### config.mk
export PLATFORM = sky130hd
export DESIGN_NAME = spec_peak_analyze
export DESIGN_NICKNAME = d
export VERILOG_FILES = /design/src/rtl/spec_peak_analyze.sv
export SDC_FILE = /design/constraint.sdc
export NUM_CORES = 2
export LEC_CHECK = 0
export ABC_AREA = 1
export CAP_MARGIN = 20
export CORE_MARGIN = 2
export CORE_UTILIZATION = 50
export DETAILED_ROUTE_END_ITERATION = 16
export PLACE_DENSITY = 0.7
export SLEW_MARGIN = 5
export SYNTH_ARGS = -nofsm -noshare
export SYNTH_HDL_FRONTEND = slang
export SYNTH_SLANG_ARGS = --single-unit
export TNS_END_PERCENT = 100
### constraint.sdc
create_clock -name clk -period 6.8 [get_ports clk]
set_input_delay 1.02 -clock clk [delete_from_list [all_inputs] [get_ports clk]]
set_output_delay 1.02 -clock clk [all_outputs]
set_load 0.01 [all_outputs]
### src/rtl/spec_peak_analyze.sv
// rtl/spec_peak_analyze.sv - streaming spectral-peak detector over NBIN-bin frames
module spec_peak_analyze #(
   parameter int NBIN = 16,
   parameter int IDXW = 4,
   parameter int DW   = 16
) (
   input  logic            clk,
   input  logic            rst,
   input  logic            bin_valid,
   input  logic [2*DW-1:0] bin_d,
   input  logic [2*DW-1:0] thresh,
   output logic            done,
   output logic [IDXW-1:0] freq,
   output logic [2*DW-1:0] peak_mag,
   output logic            peak_hit,
   output logic [7:0]      frame_cnt
);

   // Input stage: bin counter plus captured bin, tagged with its index and frame-end flag
   logic                  r_s0_valid;
   logic signed [DW-1:0]  r_s0_re;
   logic signed [DW-1:0]  r_s0_im;
   logic [IDXW-1:0]       r_s0_idx;
   logic                  r_s0_last;
   logic [IDXW-1:0]       r_idx;

   // Stage 1: squared magnitude
   logic                  r_s1_valid;
   logic [2*DW-1:0]       r_s1_mag;
   logic [IDXW-1:0]       r_s1_idx;
   logic                  r_s1_last;

   // Stage 2: running maximum of the current frame
   logic [2*DW-1:0]       r_max_mag;
   logic [IDXW-1:0]       r_max_idx;

   logic signed [2*DW-1:0] w_re_sq;
   logic signed [2*DW-1:0] w_im_sq;
   logic [2*DW-1:0]        w_mag;
   logic                   w_take;
   logic [2*DW-1:0]        w_res_mag;
   logic [IDXW-1:0]        w_res_idx;

   // Each square is at most 2^(2DW-2), so the unsigned sum peaks at 2^(2DW-1) and never wraps
   assign w_re_sq = r_s0_re * r_s0_re;
   assign w_im_sq = r_s0_im * r_s0_im;
   assign w_mag   = $unsigned(w_re_sq) + $unsigned(w_im_sq);

   // Index 0 always starts a fresh frame; a strict compare keeps the lowest index on ties
   assign w_take    = (r_s1_idx == '0) || (r_s1_mag > r_max_mag);
   assign w_res_mag = w_take ? r_s1_mag : r_max_mag;
   assign w_res_idx = w_take ? r_s1_idx : r_max_idx;

   // Capture valid bins and advance the bin counter; reset drops any bin in the same cycle
   always_ff @(posedge clk) begin
      if (rst) begin
         r_idx      <= '0;
         r_s0_valid <= 1'b0;
         r_s0_re    <= '0;
         r_s0_im    <= '0;
         r_s0_idx   <= '0;
         r_s0_last  <= 1'b0;
      end else begin
         r_s0_valid <= bin_valid;
         if (bin_valid) begin
            r_s0_re   <= bin_d[2*DW-1:DW];
            r_s0_im   <= bin_d[DW-1:0];
            r_s0_idx  <= r_idx;
            r_s0_last <= (r_idx == IDXW'(NBIN - 1));
            r_idx     <= r_idx + 1'b1;
         end
      end
   end

   // Register the squared magnitude alongside its index and frame-end tag
   always_ff @(posedge clk) begin
      if (rst) begin
         r_s1_valid <= 1'b0;
         r_s1_mag   <= '0;
         r_s1_idx   <= '0;
         r_s1_last  <= 1'b0;
      end else begin
         r_s1_valid <= r_s0_valid;
         if (r_s0_valid) begin
            r_s1_mag  <= w_mag;
            r_s1_idx  <= r_s0_idx;
            r_s1_last <= r_s0_last;
         end
      end
   end

   // Track the frame maximum and publish the result on the last bin, including that bin
   always_ff @(posedge clk) begin
      if (rst) begin
         r_max_mag <= '0;
         r_max_idx <= '0;
         done      <= 1'b0;
         freq      <= '0;
         peak_mag  <= '0;
         peak_hit  <= 1'b0;
         frame_cnt <= '0;
      end else begin
         done <= 1'b0;
         if (r_s1_valid) begin
            r_max_mag <= w_res_mag;
            r_max_idx <= w_res_idx;
            if (r_s1_last) begin
               freq      <= w_res_idx;
               peak_mag  <= w_res_mag;
               peak_hit  <= (w_res_mag >= thresh);
               done      <= 1'b1;
               frame_cnt <= frame_cnt + 8'd1;
            end
         end
      end
   end

endmodule

Word level (Yosys, flattened, before mapping)

Index checks and enable logic that the tools add are counted.

Add/sub/neg operators: 3
$mul: 2
$lt $le $gt $ge: 2
Eq/ne operators: 1
Multiplexer cells: 3
Bitwise gates (word level): 1
Reduce and logical (&&, ||, !) cells: 4

Operators by type and width:

| cell                                         | number |
|---|---|
| multiplier 16 x 16 -> 32 bit                 | 2 |
| adder 32 bit                                 | 1 |
| >= comparator 32 bit                         | 1 |
| greater-than comparator 32 bit               | 1 |
| 2-to-1 mux 32 bit                            | 1 |
| adder 8 x 1 -> 8 bit (second input constant) | 1 |
| adder 4 x 1 -> 4 bit (second input constant) | 1 |
| == test 4 bit (second input constant)        | 1 |
| logical NOT 4 bit                            | 1 |
| 2-to-1 mux 4 bit                             | 1 |
| AND reduction 2 bit                          | 1 |
| OR reduction 2 bit                           | 1 |
| logical OR 1 bit                             | 1 |
| 2-to-1 mux 1 bit                             | 1 |
| NOT 1 bit                                    | 1 |

Bits in registers: 162
Logic and storage cells: 33

Logic depth before layout (Yosys ltp)

Depth after elaboration: 4
Gate-level depth with buffers: 32

Worst setup path before layout

Ideal clock, no wire load.

Path type: register -> register
Start point: register r_s0_im[15]
End point: register r_s1_mag[27]
Library setup time: 0.056 ns
Arrival time: 6.739 ns
Required time: 6.744 ns
Path slack: 0.005 ns
Cell stages (with the launch flop): 27
Path through: dfxtp_1 > clkbuf_1 > buf_1 > nand2_1 > fa_1 > inv_1 > fa_1 > inv_1 > fa_1 > inv_1 > fa_1 > fa_1 > fa_1 > fa_1 > inv_1 > fa_1 > inv_1 > ha_1 > nand2_1 > inv_1 > nand2_1 > nor3_1 > nand4_1 > a31o_2 > nand3_1 > nand2_1 > inv_1

Longest elaborated chain between the ends: 2

RTL lines:

| what                         | line | RTL |
|---|---|---|
| start: declaration           | 22   | `logic signed [DW-1:0] r_s0_im;` |
| start signal: assignment     | 67   | `r_s0_im <= bin_d[DW-1:0];` |
| multiplier 16 x 16 -> 32 bit | 46   | `assign w_im_sq = r_s0_im * r_s0_im;` |
| adder 32 bit                 | 47   | `assign w_mag = $unsigned(w_re_sq) + $unsigned(w_im_sq);` |
| end signal: assignment       | 85   | `r_s1_mag <= w_mag;` |
| end: declaration             | 29   | `logic [2*DW-1:0] r_s1_mag;` |

No other way between the ends.
A chain may end at the register's enable or synchronous reset.

Final worst setup path

Start point: register r_s0_im[9]
End point: register r_s1_mag[31]

The elaborated chain is that of the path after synthesis.

==> results.txt <==
----------------------------------------------------
[Synthesis]
  Number of library cell types mapped by synthesis ... 44
  Synth Net Count ... between 4000 and 5000
  Post-Syn Area ... 0.0267 mm2
  Post-synth EDFFs ... 0
  Post-synth top area share ... between 30 and 40%
  Most numerous cell in the Yosys netlist ... sky130_fd_sc_hd__inv_1
  Count of state elements after synthesis ... 162
  Sequential fraction of the synthesis area ... 12.1%
  Fraction of registers with async set or reset after synthesis ... 0%
  Area contributors post-synth ... sky130_fd_sc_hd__fa_1 (39%), sky130_fd_sc_hd__inv_1 (14%), sky130_fd_sc_hd__dfxtp_1 (12%)
  Synthesized instance count ... ~3300
  Mean area per synthesized cell ... ~8.1 um2
  Most used DFF post-synth ... sky130_fd_sc_hd__dfxtp_1
  Cell taking the most area after synthesis ... sky130_fd_sc_hd__fa_1
  Number of synthesis warnings ... 0
  Most common library cells after synthesis ... sky130_fd_sc_hd__inv_1 (999), sky130_fd_sc_hd__nand2_1 (586), sky130_fd_sc_hd__fa_1 (524)

[Timing]
  Number of slew-limit violations in the final report ... 0
  Max Freq ... about 0.15 GHz
  Min Hold Slack ... 457 ps
  Clock Skews ... 17.3 ps
  Setup Total Neg Slack ... 0 ps
  Worst slew margin relative to its limit ... 36.7%
  Final setup violation count ... 0
  Period utilization ... between 90% and 100%
  Slew @ Worst Pin ... roughly 950 ps
  Number of failing hold endpoints at the final stage ... 0
  Min Clock Period, post-route ... approximately 6600 ps
  Unrepaired setup endpoints after global routing ... true

[CTS]
  Number of clock sinks ... 162
  Buffers from clock root to sink, at most ... 2
  Clock tree from TritonCTS ... built
  Clock Latency Late Sink ... a little under 500 ps
  CTS HTree Levels ... 4
  Number of clock buffers inserted by TritonCTS ... 17
  CTS Hold Buffers Added ... 0
  Clock root buffer master ... sky130_fd_sc_hd__clkbuf_16
  CTS clk-pin slew, worst paths ... 80 ps

[Setup path]
  Data required time of the critical path ... 7180 ps
  Nature of the critical path startpoint ... register
  Endpoint type of the worst setup path ... register
  Worst Setup Path Type ... reg2reg
  Maximum cell stage delay along the critical path ... 610 ps
  Critical path buffer and inverter count ... 11
  Max FO, Critical Path ... 6
  Critical Path Most Common Cell ... sky130_fd_sc_hd__inv_1
  Cell class contributing the biggest share of worst-path delay ... adder cells
  Worst EP arrival ... 6970 ps
  Slowest cell on the critical path ... sky130_fd_sc_hd__fa_2

[Detailed routing]
  Routed Antenna Nets ... 0
  Starting DRC count in detailed routing ... 1247
  Detailed-route via count ... 20500
  Total detailed-routing wirelength ... 65100 um
  Number of optimization iterations in the first detailed-route pass ... 5
  Via/cell ratio ... 4.92
  Remaining DRCs ... 0
  DR WL/cell ... between 15 and 20 um

[Floorplan]
  Row cnt ... between 80 and 90
  Core outline area ... 0.0527 mm2
  Die span in x ... 235 um
  Top Ports ... 113
  Die area ... 0.0553 mm2
  Die Ht ... 235 um
  Initial core utilization ... between 50 and 60%

[Finish]
  Total Nets Final ... 4273
  N_diodes ... 0
  Number of non-filler instances in the completed layout ... 4174
  Fraction of layout instances using a drive strength above 1 ... 11.9%
  Summed area of non-filler cells in the final layout ... 0.0309 mm2
  Post-synthesis to final-layout area growth ... 15.6%

[Power and ir drop]
  Static Leak ... approximately 17 nW
  Total power density per cell area ... 527 mW/mm2
  Max IR drop VDD ... around 0.00087 V

[GRT]
  Global-route wire length before repair ... ~110000 um
  Initial antenna violation count ... 0
  Maximum number of pins on one net before global-route repair ... 67
  GRT overflow ... 0
  Via count of the first global-routing pass ... 21700
  Overall fraction of global-route tracks in use ... 24.9%

[Placed design]
  Routability congestion estimate from global placement ... ~0.92
  Hpwl dp ... 53900 um
  Post-placement cell area ... 0.0296 mm2
  Post-Place Cells ... 4128
  IO Port Bufs ... 112

[Hold path]
  Type of the tightest min-delay check ... reg2reg

[Flow run]
  Reported max-cap violation count ... 0

[Outcome]
  Outcome ... finished clean

----------------------------------------------------
per-stage QoR:
step / worst slack (ps) / util [%] / power [W]
floorplan: 5.37 / - / 0.00858
global placement: -32.8 / 56.1 / 0.0129
detailed placement: -21.0 / 56.2 / 0.0129
CTS: 20.6 / 57.3 / 0.0140
global route: -63.5 / 58.6 / 0.0180
finish: 214 / 58.6 / 0.0163
layout make-up:
class / instances / area, um2
Fill cell: 4712 / 21800
Multi-Input combinational cell: 2002 / 19700
Inverter: 1001 / 3770
Sequential cell: 162 / 3290
Timing Repair Buffer: 289 / 2670
Tap cell: 688 / 861
Clock buffer: 18 / 429
Clock inverter: 14 / 164
registers in the layout, indices dropped and copies added, names as in the netlist, 4 cells and up:
register   cells
peak_mag      32
r_s0_re       16
freq           4
r_max_idx      4
r_max_mag     32
r_s1_idx       4
r_idx          4
r_s0_idx       4
r_s0_im       16
r_s1_mag      32
frame_cnt      8
final timing paths:
| path | cells after the start | startpoint | slack, ps | endpoint |
|---|---|---|---|---|
| max reg2reg | 29 | r_s0_im[9]$_SDFFE_PP0P_ | 210 | r_s1_mag[31]$_SDFFE_PP0P_ |
| min | 1 | frame_cnt[7]$_SDFFE_PP0P_ | 460 | frame_cnt[7]$_SDFFE_PP0P_ |
| min reg2reg | 1 | frame_cnt[7]$_SDFFE_PP0P_ | 460 | frame_cnt[7]$_SDFFE_PP0P_ |
| max | 29 | r_s0_im[9]$_SDFFE_PP0P_ | 210 | r_s1_mag[31]$_SDFFE_PP0P_ |
metal layers:
layer	GRT usage [%]	vias to the layer above	routed length, um
met3	4.39	105	3440
li1	-	9959	-
met5	0	-	0
met1	31.7	9972	27000
met2	42.9	485	32700
met4	8.50	0	2010
timing repair:
item / CTS / global route
buffers inserted: 0 / 14
pin swaps: 0 / 51
gates resized for setup: 9 / 160
setup endpoints to repair: 6 / 19
cells in the final DEF, fill, tap and decap left out, drive strengths merged:
cell | Yosys | layout
clkinvlp | 0 | 4
a31o | 2 | 2
clkbuf | 104 | 18
a31oi | 1 | 1
dfxtp | 162 | 162
o211ai | 7 | 7
clkdlybuf4s50 | 0 | 111
nand4 | 23 | 23
a21oi | 160 | 160
clkinv | 0 | 3
ha | 209 | 209
xor2 | 18 | 18
or2 | 8 | 8
a21o | 6 | 6
buf | 19 | 178
a211oi | 1 | 1
nand2 | 610 | 610
o21ai | 96 | 96
nand3b | 7 | 7
nor4 | 1 | 1
nand3 | 156 | 156
and3 | 2 | 2
nor2 | 129 | 129
fa | 524 | 524
nor3 | 19 | 19
a21boi | 2 | 2
o31ai | 1 | 1
bufinv | 0 | 2
o21bai | 6 | 6
xnor2 | 12 | 12
o21a | 2 | 2
inv | 1001 | 1006
cell families after synthesis:
kind of cell             share of synthesized area [%]
XOR/XNOR                                         0.984
buffers and inverters                             16.1
AO/OA/AOI/OAI                                     5.59
flip-flops                                        12.1
adder cells (fa/ha/maj)                           49.1
AND/OR/NAND/NOR                                   16.1
report_power, final:
group | switching, W | total (W) | internal [W]
Sequential | 0.0000960 | 0.00113 | 0.00103
Clock | 0.000479 | 0.00103 | 0.000552
Combinational | 0.00809 | 0.0141 | 0.00603
Total | 0.00866 | 0.0163 | 0.00762
worst register-to-register path, delay by kind of cell, from the launching register on:
kind / cells / cell delay [ps]
buf+inv: 11 / 760
flops: 1 / 390
simple gates: 9 / 870
fa+ha+maj: 9 / 4480
Power figures use the tool's default switching activity.
